## config.mk

```make
export PLATFORM = sky130hd
export DESIGN_NAME = controle_jogo_param
export DESIGN_NICKNAME = d
export VERILOG_FILES = /design/src/rtl/controle_jogo_param.sv
export SDC_FILE = /design/constraint.sdc
export NUM_CORES = 1
export LEC_CHECK = 0
export BUFFER_PORTS_ARGS = -buffer_cell sky130_fd_sc_hd__buf_4
export CAP_MARGIN = 20
export CORE_MARGIN = 5
export CORE_UTILIZATION = 60
export DETAILED_ROUTE_END_ITERATION = 8
export GPL_TIMING_DRIVEN = 0
export PLACE_DENSITY_LB_ADDON = 0.15
export SKIP_CTS_REPAIR_TIMING = 1
export SLEW_MARGIN = 20
export SYNTH_ARGS = -nofsm -noshare
export SYNTH_HDL_FRONTEND = slang
export SYNTH_SLANG_ARGS = --single-unit
```

## constraint.sdc

```tcl
create_clock -name clock -period 3.2 [get_ports clock]
set_input_delay 0.16 -clock clock [delete_from_list [all_inputs] [get_ports clock]]
set_output_delay 0.16 -clock clock [all_outputs]
set_load 0.02 [all_outputs]
```

## src/rtl/controle_jogo_param.sv

```systemverilog
// ---------------------------------------------------------------------------
// controle_jogo_param
//
// Controller for the sequence-memory game. It owns the FSM plus the address,
// round, play-timer and lives counters, so the datapath only keeps the play
// register, the ROM and the comparator.
//
// A wrong play or a timeout costs one life and replays the current round from
// its first address. The game ends when lives run out or the last round is
// completed.
//
// Ports:
//   clock         system clock, rising edge
//   reset         asynchronous reset, active low (0 = reset)
//   iniciar       start/restart request (level)
//   jogada        one-cycle pulse, a play occurred
//   igual         registered play matches memory data at endereco
//   modo_timeout  1 = play timeout enabled (sampled every cycle)
//   endereco      memory address counter
//   rodada        current round index, 0-based
//   vidas         remaining lives
//   zeraR         clear play register
//   registraR     load play register
//   pronto        game finished
//   acertou       finished by winning
//   errou         finished by wrong play
//   timeout       finished by timeout
//   db_estado     state code for the display
// ---------------------------------------------------------------------------
module controle_jogo_param #(
    parameter int ADDR_W  = 4,
    parameter int ROUNDS  = 16,
    parameter int TIMEOUT = 5000,
    parameter int LIVES   = 3,
    parameter int LIVES_W = 2
) (
    input  logic              clock,
    input  logic              reset,
    input  logic              iniciar,
    input  logic              jogada,
    input  logic              igual,
    input  logic              modo_timeout,
    output logic [ADDR_W-1:0] endereco,
    output logic [ADDR_W-1:0] rodada,
    output logic [LIVES_W-1:0] vidas,
    output logic              zeraR,
    output logic              registraR,
    output logic              pronto,
    output logic              acertou,
    output logic              errou,
    output logic              timeout,
    output logic [3:0]        db_estado
);

    localparam int TIMER_W = $clog2(TIMEOUT + 1);

    localparam logic [TIMER_W-1:0] TIMER_LAST = TIMER_W'(TIMEOUT - 1);
    localparam logic [ADDR_W-1:0]  LAST_ROUND = ADDR_W'(ROUNDS - 1);
    localparam logic [LIVES_W-1:0] FULL_LIVES = LIVES_W'(LIVES);
    localparam logic [LIVES_W-1:0] ONE_LIFE   = LIVES_W'(1);

    typedef enum logic [3:0] {
        INICIAL        = 4'h0,
        PREPARACAO     = 4'h1,
        INICIA_RODADA  = 4'h2,
        ESPERA_JOGADA  = 4'h3,
        REGISTRA       = 4'h4,
        COMPARACAO     = 4'h5,
        PROXIMO        = 4'h6,
        ULTIMA_RODADA  = 4'h7,
        PROXIMA_RODADA = 4'h8,
        PERDE_VIDA     = 4'h9,
        FIM_ACERTOU    = 4'hA,
        FIM_TIMEOUT    = 4'hC,
        FIM_ERROU      = 4'hE
    } estado_t;

    estado_t              estado;
    estado_t              proximo_estado;
    logic [TIMER_W-1:0]   timer;
    logic                 causa;
    logic                 timer_expira;

    // The timer saturates at TIMEOUT-1 regardless of the mode, so enabling
    // the timeout after a long idle period expires on the very next cycle.
    assign timer_expira = modo_timeout && (timer == TIMER_LAST);

    // State register.
    always_ff @(posedge clock or negedge reset) begin
        if (!reset) begin
            estado <= INICIAL;
        end else begin
            estado <= proximo_estado;
        end
    end

    // Counters and the remembered cause of the last lost life. Each action
    // is taken on the edge that leaves the state it belongs to.
    always_ff @(posedge clock or negedge reset) begin
        if (!reset) begin
            endereco <= '0;
            rodada   <= '0;
            timer    <= '0;
            vidas    <= FULL_LIVES;
            causa    <= 1'b0;
        end else begin
            case (estado)
                PREPARACAO: begin
                    endereco <= '0;
                    rodada   <= '0;
                    timer    <= '0;
                    vidas    <= FULL_LIVES;
                end
                INICIA_RODADA: begin
                    endereco <= '0;
                    timer    <= '0;
                end
                ESPERA_JOGADA: begin
                    if (timer != TIMER_LAST) begin
                        timer <= timer + TIMER_W'(1);
                    end
                    // A play arriving together with expiry takes priority.
                    if (!jogada && timer_expira) begin
                        causa <= 1'b1;
                    end
                end
                COMPARACAO: begin
                    if (!igual) begin
                        causa <= 1'b0;
                    end
                end
                PROXIMO: begin
                    endereco <= endereco + ADDR_W'(1);
                    timer    <= '0;
                end
                PROXIMA_RODADA: begin
                    rodada <= rodada + ADDR_W'(1);
                end
                PERDE_VIDA: begin
                    // rodada is kept so the same round is replayed.
                    vidas <= vidas - ONE_LIFE;
                    timer <= '0;
                end
                default: begin
                end
            endcase
        end
    end

    // Next-state logic and Moore output decoding.
    always_comb begin
        proximo_estado = estado;
        zeraR          = 1'b0;
        registraR      = 1'b0;
        pronto         = 1'b0;
        acertou        = 1'b0;
        errou          = 1'b0;
        timeout        = 1'b0;
        db_estado      = estado;

        case (estado)
            INICIAL: begin
                zeraR = 1'b1;
                if (iniciar) begin
                    proximo_estado = PREPARACAO;
                end
            end
            PREPARACAO: begin
                zeraR          = 1'b1;
                proximo_estado = INICIA_RODADA;
            end
            INICIA_RODADA: begin
                proximo_estado = ESPERA_JOGADA;
            end
            ESPERA_JOGADA: begin
                if (jogada) begin
                    proximo_estado = REGISTRA;
                end else if (timer_expira) begin
                    proximo_estado = PERDE_VIDA;
                end
            end
            REGISTRA: begin
                registraR      = 1'b1;
                proximo_estado = COMPARACAO;
            end
            COMPARACAO: begin
                if (!igual) begin
                    proximo_estado = PERDE_VIDA;
                end else if (endereco == rodada) begin
                    proximo_estado = ULTIMA_RODADA;
                end else begin
                    proximo_estado = PROXIMO;
                end
            end
            PROXIMO: begin
                proximo_estado = ESPERA_JOGADA;
            end
            ULTIMA_RODADA: begin
                if (rodada == LAST_ROUND) begin
                    proximo_estado = FIM_ACERTOU;
                end else begin
                    proximo_estado = PROXIMA_RODADA;
                end
            end
            PROXIMA_RODADA: begin
                proximo_estado = INICIA_RODADA;
            end
            PERDE_VIDA: begin
                if (vidas == ONE_LIFE) begin
                    proximo_estado = causa ? FIM_TIMEOUT : FIM_ERROU;
                end else begin
                    proximo_estado = INICIA_RODADA;
                end
            end
            FIM_ACERTOU: begin
                pronto  = 1'b1;
                acertou = 1'b1;
                if (iniciar) begin
                    proximo_estado = PREPARACAO;
                end
            end
            FIM_TIMEOUT: begin
                pronto  = 1'b1;
                timeout = 1'b1;
                if (iniciar) begin
                    proximo_estado = PREPARACAO;
                end
            end
            FIM_ERROU: begin
                pronto = 1'b1;
                errou  = 1'b1;
                if (iniciar) begin
                    proximo_estado = PREPARACAO;
                end
            end
            default: begin
                // Unreachable codes are shown as F and recover to inicial.
                db_estado      = 4'hF;
                proximo_estado = INICIAL;
            end
        endcase
    end

endmodule

```

## Word-level counts from Yosys, hierarchy flattened

Cells that the tools add are included.

- Logic and storage cells: 76
- Bits in registers: 28
- Output and inout port bits: 20
- Memories: 0
- Memory bits (writable): 0
- ROM bits: 0
- Latch bits: 0
- Input bits: 6

- Magnitude comparators: 0
- Multipliers: 0
- Bitwise logic cells: 0
- Div/mod/pow operators: 0
- Add/sub/neg operators: 4
- Shift operators: 0
- Reductions and logical operators: 20
- Eq/ne operators: 22
- Muxes and demuxes: 24

Operators by type and width:

| cell | count |
|---|---|
| 4-bit case mux with 8 select lines | 1 |
| 13-bit case mux with 2 select lines | 1 |
| 4-bit == test (second input constant) | 6 |
| 4-bit 2-to-1 mux | 6 |
| 4-bit by 3-bit == test with 1-bit output (second input constant) | 4 |
| 4-bit case mux with 2 select lines | 2 |
| 13-bit by 1-bit adder with 13-bit output (second input constant) | 1 |
| 13-bit == test (second input constant) | 1 |
| 13-bit 2-to-1 mux | 1 |
| 13-bit != test (second input constant) | 1 |
| 13-bit OR reduction | 1 |
| 2-bit nonzero test | 5 |
| 1-bit 2-to-1 mux | 9 |
| 4-bit by 1-bit adder with 4-bit output (second input constant) | 2 |
| 4-bit by 2-bit == test with 1-bit output (second input constant) | 2 |
| 2-bit OR reduction | 4 |
| 4-bit OR reduction | 2 |
| 2-bit != test (second input constant) | 3 |
| 4-bit by 1-bit == test with 1-bit output (second input constant) | 1 |
| 4-bit == test | 1 |
| 4-bit zero test | 1 |
| 2-bit 2-to-1 mux | 2 |
| 2-bit case mux with 2 select lines | 1 |
| 2-bit AND reduction | 2 |
| 9 further kinds | 10 |

## Logic depth before layout (Yosys ltp)

- Depth in word-level cells: 5
- Mapped depth: 6
- Gate-level depth less buffers: 6

## Worst setup path before layout

OpenSTA, ideal clock, no wires.

- Path type: register -> register
- Start point: register timer[0]
- End point: register timer[7]
- Setup slack: 1524 ps
- Buffers on the path: 1
- Stages on the path, launching flop included: 7
- Arrival: 1598 ps
- Cells stage by stage: dfrtp_1 ha_1 and2_1 and4b_1 clkbuf_1 or4_1 a21oi_1

- Longest elaborated chain between the ends: 3
- Elaborated cells on any way between the ends: 6
- Those cells by class: 1 x add/sub; 2 x eq/ne; 2 x mux; 1 x reduce/logical

RTL lines:

| element | RTL line | source |
|---|---|---|
| start: declaration | 80 | `logic [TIMER_W-1:0] timer;` |
| start signal: assignment | 120 | `timer <= timer + TIMER_W'(1);` |
| 13-bit by 1-bit adder with 13-bit output or 13-bit != test (tied branches) | 120, 119 |  |
| 13-bit 2-to-1 mux or 2-bit != test (tied branches) | - |  |
| 13-bit case mux with 2 select lines or 2-bit AND reduction (tied branches) | - |  |

Several ways; a longest one is shown, not always the timed one. The select of a mux whose other input is x is not followed.
A chain may end at the register's enable or synchronous reset.

## Final worst setup path

- Start point: register estado[3]
- End point: output timeout

- Longest elaborated chain between the ends: 2

RTL lines:

| element | RTL line | source |
|---|---|---|
| start: declaration | 78 | `estado_t estado;` |
| start signal: assignment | 93 | `estado <= proximo_estado;` |
| 4-bit == test | 161 | `case (estado)` |
| 1-bit 2-to-1 mux | 161 |  |
| end: declaration | 51 | `output logic timeout,` |

No other way between the ends.

==> results.toml <==
[synth]
synthFlopType = "dfrtp_1"
synthArstFlopShare_pct = 100
synth_edf_count = 0
ys_warn_count = 0
muxShareOfSynthArea_pct = 1.73
netlist-cell-type-count = 52
ys_ff_latch = 28
synth_top_family_by_area = "simple AND/OR/NAND/NOR gates"
yosysSeqAreaShare_pct = 40.4
syn_area_per_cell_um2 = 8.48
synth-compound-area-share_pct = 17.3
yosys.area_share.simple_pct = 29.4
syn_area_mm2 = 0.00174
synth_xor_xnor_area_share_pct = 4.03
synth_fp_nets = 215
synthAdderAreaFrac_pct = 2.88
syn_inst = 205

[critical_path]
path_class = "register to output pin"
crit_required_ps = 3040
crit_path_start_kind = "register"
cp_max_fo = 10
endpoint_kind = "output pin"
arrival_ps = 1930

[cts]
ctsHtreeMaxLevel = 1
clk_path_buf_depth = 2
cts.sinks = 28
clk_pin_slew_ps = 150
cts_made_buffers = 3
root_buffer = "clkbuf_4"
cts_tree = "yes"
clk_latency_ps = 330

[cells_and_area]
syn_to_final_growth_pct = 15.7
layout_common_cells = "buf_4 (26), dfrtp_1 (26), nand2_1 (24), o21ai_0 (18), nor2_1 (14)"
layout-drive-gt1-share_pct = 16.6
final_nets = 246
diodes = 0

[placement]
hpwl_mm = 3.03
portBuffers = 25
dp_slack_ps = 1390
place_congestion = 0.913

[route]
drc_errors = 0
vias = 1678
wl_per_cell_um = 15.6
drt-pass1-iter-count = 4
viasPerCell = 6.31
finalWirelength_mm = 4.16
postRouteAntennaNets = 0
first_iter_violations = 182

[hold_path]
hold_path_class = "primary input to register"

[grt]
grt_max_degree = 29
antenna_found_initial = 0
grt_pass1_wl_mm = 7.25
grt_overflow = 0
grt_pass1_vias = 1644
grt.total_usage_pct = 21.1

[timing]
hold_viol_final = 0
slew_violations = 0
post-route-period-util_pct = 65.4
slew_headroom_pct = 68.2
rsz0062_at_grt = "no"
fin_ws_ps = 1110
skew_ps = 3.88
worstMarginPinSlew_ps = 477
finalSetupViolCount = 0
min_period_ps = 2090
fmax_ghz = 0.478
tns_ps = 0

[die]
die_y_um = 63.8
coreArea_mm2 = 0.00276
initial_core_util_pct = 63.1
io_pins = 26
die_w_um = 63.8
std_cell_rows = 19
dieArea_mm2 = 0.00408

[flow_run]
cap_violations = 0

[power]
leakage_uw = 0.000878
power.density_mw_per_mm2 = 810
peakVddDrop_mv = 0.626

[outcome]
status = "finished, final reports clean"
[synth_stat cells, drive strengths merged (2+ instances only)]
cell | count | share of area, %
a21oi | 12 | 3.5
and2 | 2 | 0.72
and3 | 3 | 1.1
buf | 5 | 1.4
clkbuf | 8 | 1.7
dfrtp | 26 | 37
dfstp | 2 | 3.0
ha | 4 | 2.9
inv | 4 | 0.86
mux2i | 3 | 1.7
nand2 | 25 | 5.5
nand2b | 4 | 1.4
nand3 | 12 | 3.5
nand4 | 4 | 1.4
nor2 | 14 | 3.0
nor2b | 4 | 1.4
nor3 | 7 | 2.0
nor3b | 2 | 1.2
nor4 | 3 | 1.1
o211ai | 2 | 0.86
o21ai | 19 | 5.5
o22ai | 2 | 0.72
o31ai | 3 | 1.3
or2 | 2 | 0.72
or3 | 4 | 1.4
or4 | 3 | 1.3
xnor2 | 5 | 2.5
xor2 | 3 | 1.5
[through the flow]
stage          cells  cell area, µm²  hold slack (ps)  util (%)  total power, µW
6_report         266            2010             68.9      73.0             1630
5_1_grt          266            2010             50.8      73.0             1760
4_1_cts          265            2000             -277      72.6             1630
3_5_place_dp     261            1970             99.3      71.3             1450
3_3_place_gp     261            1970             91.3      71.3             1430
2_1_floorplan    205            1740             -136         -             1160
[area by class of cell]
type / count / area, µm²
multi-input cells: 159 / 962
fillers: 232 / 746
flip-flops and latches: 28 / 703
repair buffers: 26 / 198
plain buffers: 13 / 55.1
well taps: 31 / 38.8
clock buffers: 4 / 36.3
inverters: 5 / 18.8
[flip-flops by register name (all words and copies together) (netlist names)]
register / count
estado: 4
timer: 13
causa: 1
rodada: 4
vidas: 2
endereco: 4
[final timing paths]
path | from | to | slack (ps) | cells after the start
min in group asynchronous | reset | timer[9] | 260 | 2
max | estado[3] | timeout | 1110 | 5
max reg2reg | timer[0] | timer[7] | 1340 | 6
min reg2reg | vidas[1] | vidas[1] | 530 | 2
max in group asynchronous | reset | vidas[1] | 2630 | 2
min | modo_timeout | causa | 70 | 3
[report_power, final]
part / leakage [µW] / total (µW) / internal (µW) / switching [µW]
combinational: 0.000485 / 910 / 360 / 550
clock: 0.0000210 / 177 / 69.8 / 108
sequential: 0.000372 / 542 / 433 / 108
[routing by layer]
layer  routed length, µm  vias up  part of all wire [%]  global-route usage, %
met3                 251       16                   6.0                   2.63
met1                1770      793                    42                   27.3
met5                   0        -                     0                      0
li1                    -      801                     -                      -
met4                  87        0                   2.1                   8.05
met2                2050       68                    49                   35.8
[worst max-delay path: stages (launching register included)]
cell and delay, ps:
dfrtp_1 480, buf_2 260, buf_1 410, nand2_1 130, nor3_1 150, buf_4 170
[cell families (layout without fill, tap and decap cells)]
| kind of cell | count (synthesis) | in the layout |
|---|---|---|
| buffers and inverters | 18 | 48 |
| and+or+nand+nor | 95 | 95 |
| adders and majority gates | 4 | 4 |
| DFF | 28 | 28 |
| AOI/OAI and AO/OA | 49 | 49 |
| muxes | 3 | 3 |
| xor gates and xnor gates | 8 | 8 |
No activity file was read; power rests on OpenSTA's default activity.
